`src/rtl/if_id_hazard_register_pkg.sv`:
```
// Shared definitions for the IF/ID register: FSM encodings, the nop word and
// the register-field positions used by the hazard compare.
package if_id_hazard_register_pkg;

  typedef enum logic [1:0] {
    ST_RUN   = 2'd0,
    ST_STALL = 2'd1,
    ST_FLUSH = 2'd2
  } state_t;

  localparam logic [31:0] NOP_INSTR = 32'h0;

  localparam int RS_HI = 25;
  localparam int RS_LO = 21;
  localparam int RT_HI = 20;
  localparam int RT_LO = 16;

  function automatic logic [4:0] rsField(input logic [31:0] instr);
    return instr[RS_HI:RS_LO];
  endfunction

  function automatic logic [4:0] rtField(input logic [31:0] instr);
    return instr[RT_HI:RT_LO];
  endfunction

endpackage

```
`src/rtl/if_id_hazard_register_hazard_detect.sv`:
```
// Pure combinational load-use compare: a load in ID/EX whose destination is a
// source of the instruction sitting in IF/ID. Register 0 never creates a hazard.
module hazard_detect
  import if_id_hazard_register_pkg::*;
(
  input  logic        Valid,
  input  logic        MemRead,
  input  logic [4:0]  Rt,
  input  logic [31:0] Instruction,
  output logic        Hazard
);

  assign Hazard = Valid & MemRead & (Rt != 5'd0) &
                  ((Rt == rsField(Instruction)) | (Rt == rtField(Instruction)));

endmodule

```
`src/rtl/if_id_hazard_register.sv`:
```
// IF/ID pipeline register with load-use stall and taken-branch squash control,
// plus saturating stall/flush performance counters.
module if_id_hazard_register
  import if_id_hazard_register_pkg::*;
#(
  parameter int FLUSH_SLOTS = 1,
  parameter int CNT_W       = 16
) (
  input  logic             Clk,
  input  logic             Rst_n,
  input  logic [31:0]      PCAdder_In,
  input  logic [31:0]      Instruction_In,
  input  logic             IDEX_MemRead,
  input  logic [4:0]       IDEX_Rt,
  input  logic             BranchTaken,
  output logic [31:0]      PCAdder_reg,
  output logic [31:0]      Instruction_reg,
  output logic             Valid_reg,
  output logic             PCWrite,
  output logic             Bubble,
  output logic [1:0]       State,
  output logic [CNT_W-1:0] StallCount,
  output logic [CNT_W-1:0] FlushCount
);

  localparam logic [2:0]       FLUSH_INIT = 3'(FLUSH_SLOTS - 1);
  localparam logic [CNT_W-1:0] CNT_MAX    = '1;

  state_t     stateReg;
  logic [2:0] flushCnt;
  logic       hazard;

  hazard_detect uHazard (
    .Valid       (Valid_reg),
    .MemRead     (IDEX_MemRead),
    .Rt          (IDEX_Rt),
    .Instruction (Instruction_reg),
    .Hazard      (hazard)
  );

  assign State   = stateReg;
  assign PCWrite = Rst_n & !(hazard & !BranchTaken);
  // The nop already flowing through during FLUSH carries zero control, so no
  // extra bubble is requested there.
  assign Bubble  = !Rst_n | ((stateReg != ST_FLUSH) & (BranchTaken | hazard));

  // NOTE: sequential state uses non-blocking assignments so every register
  // samples pre-edge values; reset is synchronous, seen only at the Clk edge.
  always_ff @(posedge Clk) begin
    if (!Rst_n) begin
      PCAdder_reg     <= '0;
      Instruction_reg <= NOP_INSTR;
      Valid_reg       <= 1'b0;
      stateReg        <= ST_RUN;
      flushCnt        <= '0;
      StallCount      <= '0;
      FlushCount      <= '0;
    end else if (BranchTaken) begin
      PCAdder_reg     <= '0;
      Instruction_reg <= NOP_INSTR;
      Valid_reg       <= 1'b0;
      flushCnt        <= FLUSH_INIT;
      stateReg        <= (FLUSH_SLOTS > 1) ? ST_FLUSH : ST_RUN;
      if (FlushCount != CNT_MAX) FlushCount <= FlushCount + 1'b1;
    end else begin
      case (stateReg)
        ST_FLUSH: begin
          PCAdder_reg     <= '0;
          Instruction_reg <= NOP_INSTR;
          Valid_reg       <= 1'b0;
          flushCnt        <= flushCnt - 3'd1;
          if (flushCnt <= 3'd1) stateReg <= ST_RUN;
        end
        ST_RUN, ST_STALL: begin
          if (hazard) begin
            stateReg <= ST_STALL;
            if (StallCount != CNT_MAX) StallCount <= StallCount + 1'b1;
          end else begin
            PCAdder_reg     <= PCAdder_In;
            Instruction_reg <= Instruction_In;
            Valid_reg       <= 1'b1;
            stateReg        <= ST_RUN;
          end
        end
        default: stateReg <= ST_RUN;
      endcase
    end
  end

endmodule

```
`config.mk`:
```
export PLATFORM = sky130hd
export DESIGN_NAME = if_id_hazard_register
export DESIGN_NICKNAME = d
export VERILOG_FILES = /design/src/rtl/if_id_hazard_register_pkg.sv /design/src/rtl/if_id_hazard_register_hazard_detect.sv /design/src/rtl/if_id_hazard_register.sv
export SDC_FILE = /design/constraint.sdc
export NUM_CORES = 1
export LEC_CHECK = 0
export ABC_AREA = 1
export CAP_MARGIN = 20
export CELL_PAD_IN_SITES_DETAIL_PLACEMENT = 1
export CELL_PAD_IN_SITES_GLOBAL_PLACEMENT = 2
export CORE_MARGIN = 2
export CORE_UTILIZATION = 29
export CTS_CLUSTER_SIZE = 40
export DETAILED_ROUTE_END_ITERATION = 10
export DONT_BUFFER_PORTS = 1
export HOLD_SLACK_MARGIN = 0.12
export PLACE_DENSITY_LB_ADDON = 0.1
export SETUP_SLACK_MARGIN = 0.02
export SYNTH_ARGS = -nofsm -noshare
export SYNTH_HDL_FRONTEND = slang
export SYNTH_HIERARCHICAL = 1
export SYNTH_SLANG_ARGS = --single-unit
```
`constraint.sdc`:
```
create_clock -name Clk -period 1.6 [get_ports Clk]
set_clock_uncertainty 0.1 [all_clocks]
set_input_delay 0.32 -clock Clk [delete_from_list [all_inputs] [get_ports Clk]]
set_output_delay 0.32 -clock Clk [all_outputs]
set_load 0.02 [all_outputs]
```
Yosys cells after proc, flatten, opt, wreduce, memory -nomap -nowiden

Cells that the tools add are included.
Widths: inputs -> output; s select.

$add $sub $neg: 3
Magnitude comparators: 1
Equality and inequality tests: 9
Muxes and demuxes: 9
Bitwise logic cells: 11
Reductions and logical operators: 11

Operator list:

| operator              | number |
|---|---|
| $pmux 32 s2           | 2 |
| $mux 32               | 2 |
| $add 16x1->16 const B | 2 |
| $ne 16x16->1 const B  | 2 |
| $eq 5x5->1            | 2 |
| $and 1x1->1           | 6 |
| $ne 2x2->1 const B    | 3 |
| $reduce_bool 5->1     | 1 |
| $pmux 2 s2            | 1 |
| $reduce_and 2->1      | 2 |
| $reduce_and 4->1      | 1 |
| $reduce_or 2->1       | 2 |
| $le 3x1->1 const B    | 1 |
| $logic_not 1->1       | 3 |
| $or 1x1->1            | 3 |
| $sub 3x1->3 const B   | 1 |
| $eq 2x1->1 const B    | 1 |
| $eq 2x2->1 const B    | 1 |
| $logic_not 2->1       | 1 |
| $mux 1                | 2 |
| $mux 2                | 1 |
| $not 1->1             | 2 |
| $pmux 1 s2            | 1 |
| $reduce_bool 2->1     | 1 |

Bits in registers: 102
Input bits: 73

Depth between registers and ports, before layout

Gate-level depths: netlist of the first run.

Word-level depth: 6
Gate-level depth with buffers: 14

By module

The synthesis of the first run kept the hierarchy.

By module, submodules not included:

| module                | times used | cells an instance | area each (um^2) |
|---|---|---|---|
| if_id_hazard_register | 1          | 598               | 4187.8 |
| hazard_detect         | 1          | 45                | 202.7 |

Worst setup path before layout of the first run

OpenSTA, ideal clock, no wires.

Kind: flip-flop to output port
From: register Instruction_reg[20]
To: output Bubble
Arrival: 1.438 ns
Data required time: 1.180 ns
Slack: -0.258 ns
Stages on the path, launching flop included: 10
Path buffers: 1
Cells stage by stage: dfxtp_1 inv_1 nand2_1 nand2_2 nor2_2 nand3_1 a21oi_2 inv_1 clkbuf_1 nand2_1

Longest elaborated chain between the ends: 6

Ends and longest elaborated chain:

| element                | RTL line                                  | source |
|---|---|---|
| start, declared        | if_id_hazard_register.sv:17               | `output logic [31:0] Instruction_reg,` |
| start signal, assigned | if_id_hazard_register.sv:80               | `Instruction_reg <= Instruction_In;` |
| $eq 5x5->1             | if_id_hazard_register_hazard_detect.sv:14 | `((Rt == rsField(Instruction)) \| (Rt == rtField(Instruction)));` |
| $or 1x1->1             | if_id_hazard_register_hazard_detect.sv:14 |  |
| $and 1x1->1            | if_id_hazard_register_hazard_detect.sv:13 | `assign Hazard = Valid & MemRead & (Rt != 5'd0) &` |
| named net hazard       | if_id_hazard_register.sv:31               | `logic hazard;` |
| $or 1x1->1             | if_id_hazard_register.sv:45               | `assign Bubble = !Rst_n \| ((stateReg != ST_FLUSH) & (BranchTaken \| hazard));` |
| $and 1x1->1            | if_id_hazard_register.sv:45               |  |
| $or 1x1->1             | if_id_hazard_register.sv:45               |  |
| end, declared          | if_id_hazard_register.sv:20               | `output logic Bubble,` |

The timed path passes the listed nets, and every way through them passes these cells.

Worst setup path in the final report of the first run

From: register Instruction_reg[22]
To: output Bubble

Same word-level chain as after synthesis.

==> reports/qor.txt, run 1 <==
I/O pin count - 174
Reg area - 2000 µm²
Hold Path Sink - FlushCount[1]$_SDFFE_PN0P_
total CTS buffers - 9
vias in the first global route - 4913
Critical Path RT - 1.18 ns
Min Clock Period, post-route - 2.02 ns
FF+latch count, synth - 98
input/output buffers - 0
leak pwr - 0.00294 µW
Cell Area, Synth - 4390 µm²
# clock sinks - 98
largest net degree at the start of global routing - 66
Max Slew Vio Count - 0
fill count - 1743
Yosys top cell area share - 0.447
first-pass GRT wire length - 25200 µm
drt first pass iters - 4
Initial Utilization - 0.300
gr usage total - 0.197
final setup fails - 83
Hold Crit Class - in2reg
r2r endpoint - Instruction_reg[5]$_SDFFE_PP0N_
largest area contributor in the netlist - dfxtp_1
kind of critical path - reg2out
register area share after synthesis - 0.447
clock latency on the worst-skew pair - 0.36 ns
final wirelength - 17600 µm
antenna-violating nets left - 0
final estimated routing congestion in global placement - 0.814
Initial DRC Count - 151
Post-DP HPWL - 10500 µm
Worst Setup Start Kind - register
via/cell ratio - 4.85
Avg Inst Size Synth - 6.83 µm²
row count - 44
R2R cell count - 11
maximum buffer depth of the clock tree - 2
RSZ-0062 raised after global routing - true
layout cells sized above 1 - 0.365
worst vdd ir - 0.578 mV
min-delay src - Rst_n
# H-tree levels - 3
Clk Tree Root Cell - clkbuf_16
Max Cap Viol - 0
Net Count, Synth - 718
Synth-to-Final Area Change - 63.6%
FF-to-FF setup slack - -0.39 ns
violated checks - negative setup slack
Die Wd - 127 µm
height of the die - 127 µm
worst slack, placed - -0.375 ns
commonest non-fill, non-tap cells in the layout - nand2_1 (167), dfxtp_1 (81), nor2_1 (66)
DRC - 0
Mapped Cells - 643
Core Region - 14600 µm²
worst-path maximum fanout - 3
Unique masters post-synth - 28
Syn. warnings - 6
drt wl/cell - 18.0 µm
pwr dens - 745 nW/µm²
Final Util - 0.490
Max Fclk - 0.494 GHz
crit path DAT - 1.60 ns
worst setup margin - -0.425 ns
status - finished with violations
initial antenna violation count - 0
area of the multi-input gates - 2740 µm²
CTS tree - built
Vias - 4748
most common cell after layout, fill and taps aside - nand2_1
hold depth - 3
setup TNS - -23.70 ns
remaining global-route overflow - 0
Worst setup EP type - output pin
Crit Reg-Reg Startpoint - Instruction_reg[22]$_SDFFE_PP0N_
Antenna Cells - 0
Nets - 864
Fin. Hold Viols - 0
final clock period utilization by the worst path - 1.27
die area - 16100 µm²
CTS clk-pin slew, worst paths - 0.08 ns
top cells by area, synth - dfxtp_1 (45%), nand2_1 (19%), a21oi_1 (9.8%), nor2_1 (7.4%), nand3_1 (3.9%)
## where the power goes
group	internal, µW	total [µW]	leakage (µW)	switching, µW
sequential	2510	2630	0.000809	127
clock	1080	2160	0.000135	1080
combinational	274	550	0.00199	276
## synth_stat cells
cell type,number
buf_6,3
nor3_1,4
nand4_4,1
buf_2,11
clkbuf_1,6
conb_1,1
nand4_1,5
nor3b_1,1
nor2_2,5
dfxtp_1,98
nor2_1,87
nand3b_1,4
inv_1,34
buf_4,1
xnor2_1,2
o21ai_1,4
buf_1,7
a21oi_2,1
nand2_2,8
nand3_1,34
nand3_2,2
inv_2,9
nand4_2,1
a21oi_1,86
ha_1,2
xor2_1,2
nor2_4,5
nand2_1,219
## final cells by class
cell class,count,area share
multi-input cells,474,0.381
flip-flops and latches,98,0.278
repair buffers,163,0.245
well taps,184,0.0321
clock buffers,10,0.0319
inverters,43,0.0242
clock inverters,6,0.00697
## critical path, cell delays in order (launching register included)
cell and delay [ns]:
dfxtp_2 0.33, xor2_1 0.15, nor2_1 0.12, nand3_1 0.12, a21oi_4 0.24, buf_6 0.17
inv_8 0.04, nand2_8 0.07
## stage by stage
stage	instances	hold slack (ns)	instance area, µm²	total power [µW]
finish	978	0.159	7180	5350
CTS	960	0.147	6390	5290
detailed placement	868	0.348	5080	2960
global placement	868	0.339	5080	2950
floorplan	643	0.353	4440	2870
global route	978	0.169	7180	5550
## kinds of logic after synthesis
| group | share of synthesized area |
|---|---|
| buf+inv | 0.0698 |
| compound gates | 0.105 |
| other cells | 0.000854 |
| flops | 0.447 |
| fa+ha+maj | 0.00570 |
| xor+xnor | 0.00798 |
| simple gates | 0.364 |
## worst max-delay path by stage
stage,startpoint,end,cells past startpoint
6_report,Instruction_reg[22]$_SDFFE_PP0N_,Bubble,7
5_1_grt,Instruction_reg[24]$_SDFFE_PP0N_,Bubble,8
4_1_cts,Instruction_reg[16]$_SDFFE_PP0N_,Bubble,9
3_5_place_dp,Instruction_reg[21]$_SDFFE_PP0N_,StallCount[15]$_SDFFE_PN0P_,13
3_3_place_gp,Instruction_reg[17]$_SDFFE_PP0N_,StallCount[10]$_SDFFE_PN0P_,13
2_1_floorplan,Instruction_reg[24]$_SDFFE_PP0N_,StallCount[13]$_SDFFE_PN0P_,13
## metal layers
| layer | share of wire | routed length, µm | GRT usage | vias up |
|---|---|---|---|---|
| met1 | 0.43 | 7510 | 0.232 | 2262 |
| met4 | 0.023 | 399 | 0.0834 | 0 |
| met3 | 0.062 | 1100 | 0.0570 | 24 |
| met5 | 0 | 0 | 0 | - |
| li1 | - | - | - | 2327 |
| met2 | 0.49 | 8570 | 0.336 | 135 |
## repair_timing
item | 4_1_cts | 5_1_grt
gates cloned | 4 | 11
resized for setup | 51 | 157
pin swaps | 24 | 18
hold endpoints to repair | 97 | 0
buffers inserted | 6 | 8
hold buffers | 66 | 0
endpoints found under the setup margin | 84 | 98
Note: power is estimated with default switching activity, not from simulation.
==> run 2, diff against run 1 <==
- SKIP_LAST_GASP: default -> 1
==> reports/qor.txt, run 2 (same netlist as run 1, synthesis figures left out) <==
Post-DP HPWL - 10500 µm (unchanged)
Top cell by count, worst path - nand2_1
vias in the first global route - 4878 (was 4913)
via/cell ratio - 4.84 (was 4.85)
clock latency on the worst-skew pair - 0.36 ns (about the same)
I/O pin count - 174 (unchanged)
Antenna Cells - 0 (unchanged)
status - finished with violations (unchanged)
worst vdd ir - 0.574 mV (was 0.578 mV)
Vias - 4716 (was 4748)
CP cell instances - inv_1 -> nand2_1 -> nand2_1 -> nor2_2 -> nand3_2 -> a21oi_4 -> buf_6 -> inv_8 -> nand2_8 (was xor2_1 -> nor2_1 -> nand3_1 -> a21oi_4 -> buf_6 -> inv_8 -> nand2_8)
crit path DAT - 1.61 ns (was 1.60 ns)
Clk Tree Root Cell - clkbuf_16 (unchanged)
most common cell after layout, fill and taps aside - nand2_1 (unchanged)
Core Region - 14600 µm² (unchanged)
gr usage total - 0.196 (was 0.197)
final estimated routing congestion in global placement - 0.814 (unchanged)
worst setup margin - -0.434 ns (was -0.425 ns)
Pwr Total - 5270 µW (was 5350 µW)
Nets - 861 (was 864)
kind of critical path - reg2out (unchanged)
layout cells sized above 1 - 0.295 (was 0.365)
leak pwr - 0.00292 µW (was 0.00294 µW)
Fin. Hold Viols - 0 (unchanged)
CTS clk-pin slew, worst paths - 0.08 ns (about the same)
violated checks - negative setup slack (unchanged)
Max Slew Vio Count - 0 (unchanged)
worst-path maximum fanout - 3 (unchanged)
remaining global-route overflow - 0 (unchanged)
initial antenna violation count - 0 (unchanged)
# clock sinks - 98 (unchanged)
Initial Utilization - 0.300 (unchanged)
setup TNS - -22.46 ns (was -23.70 ns)
height of the die - 127 µm (unchanged)
Synth-to-Final Area Change - 57.1% (was 63.6%)
row count - 44 (unchanged)
antenna-violating nets left - 0 (unchanged)
die area - 16100 µm² (unchanged)
Worst Setup Start Kind - register (unchanged)
commonest non-fill, non-tap cells in the layout - nand2_1 (201), dfxtp_1 (82), a21oi_1 (67) (was nand2_1 (167), dfxtp_1 (81), nor2_1 (66))
# H-tree levels - 3 (unchanged)
Min Clock Period, post-route - 2.03 ns (was 2.02 ns)
first-pass GRT wire length - 25100 µm (was 25200 µm)
Critical Path RT - 1.18 ns (about the same)
slowest stage delay, CP - 0.36 ns (was 0.33 ns)
Final Util - 0.471 (was 0.490)
Initial DRC Count - 150 (was 151)
final wirelength - 17100 µm (was 17600 µm)
total CTS buffers - 9 (unchanged)
Max stage delay cell, worst path - dfxtp_4 (was dfxtp_2)
DRC - 0 (unchanged)
largest net degree at the start of global routing - 66 (unchanged)
Hold Crit Class - in2reg (unchanged)
pwr dens - 764 nW/µm² (was 745 nW/µm²)
drt first pass iters - 4 (unchanged)
drt wl/cell - 17.6 µm (was 18.0 µm)
CTS tree - built (unchanged)
Die Wd - 127 µm (unchanged)
post-route insts no fill - 975 (was 978)
Worst setup EP type - output pin (unchanged)
maximum buffer depth of the clock tree - 2 (unchanged)
Max Fclk - 0.492 GHz (was 0.494 GHz)
RSZ-0062 raised after global routing - true (unchanged)
Max Cap Viol - 0 (unchanged)
final setup fails - 83 (unchanged)
final clock period utilization by the worst path - 1.27 (about the same)
DP Cell Count - 868 (unchanged)
input/output buffers - 0 (unchanged)
## run 2: cell types whose count changed in the layout (fill, tap and decap cells not counted), moves of 13 or more
cell,before,now
nand2_1,167,201
nand2_2,32,11
a21oi_1,48,67
a21oi_2,38,19
nand2_4,26,13
## run 2: path summary, 6_finish.rpt
check        slack, ns  cells after the start                             start                          endpoint
min reg2reg       0.40                      2  Instruction_reg[25]$_SDFFE_PP0N_  Instruction_reg[25]$_SDFFE_PP0N_
max              -0.43                      9  Instruction_reg[18]$_SDFFE_PP0N_                            Bubble
min               0.16                      3                             Rst_n        FlushCount[1]$_SDFFE_PN0P_
max reg2reg      -0.36                     12  Instruction_reg[18]$_SDFFE_PP0N_  Instruction_reg[14]$_SDFFE_PP0N_
## run 2: worst max-delay path, delay by kind of cell, from the launching register on
family	cells	cell delay (ns)
AND/OR/NAND/NOR	5	0.38
buffers and inverters	3	0.25
flip-flops	1	0.36
AO/OA/AOI/OAI	1	0.26
## run 2: final cells by class
class | instances | area, µm²
clock buffers | 10 | 229
fillers | 1774 | 7750
clock inverters | 6 | 50.0
repair buffers | 160 | 1700
well taps | 184 | 230
flip-flops and latches | 98 | 2000
inverters | 43 | 174
multi-input cells | 474 | 2520
## run 2: timing repair
action | 4_1_cts | 5_1_grt
hold buffers | 66 | 0
buffers inserted | 6 | 5
gates resized for setup | 44 | 86
cloned | 4 | 10
endpoints found under the hold margin | 97 | 0
pin swaps | 24 | 16
setup endpoints to repair | 84 | 98
## run 2: layer usage
metal	track usage	share of wire	wire length, µm
met2	0.334	0.48	8300
met5	0	0	0
met3	0.0570	0.061	1050
met1	0.230	0.43	7440
met4	0.0834	0.021	365
## run 2: where the power goes
group / switching, µW / leakage, µW / internal [µW]
logic: 247 / 0.00198 / 250
registers: 126 / 0.000809 / 2510
clock network: 1060 / 0.000135 / 1080
total: 1430 / 0.00292 / 3840
## run 2: per-stage QoR
step	hold slack, ns	area [µm²]	setup slack (ns)
detailed placement	0.348	5080	-0.375
global route	0.167	6900	-0.539
floorplan	0.353	4440	-0.0664
global placement	0.339	5080	-0.287
CTS	0.147	6360	-0.442
finish	0.162	6900	-0.434
==> run 3, diff against run 2 <==
- CAP_MARGIN: 20 -> default
==> results of run 3 <==
The final DEF is identical to that of run 2; final timing and power are the same.
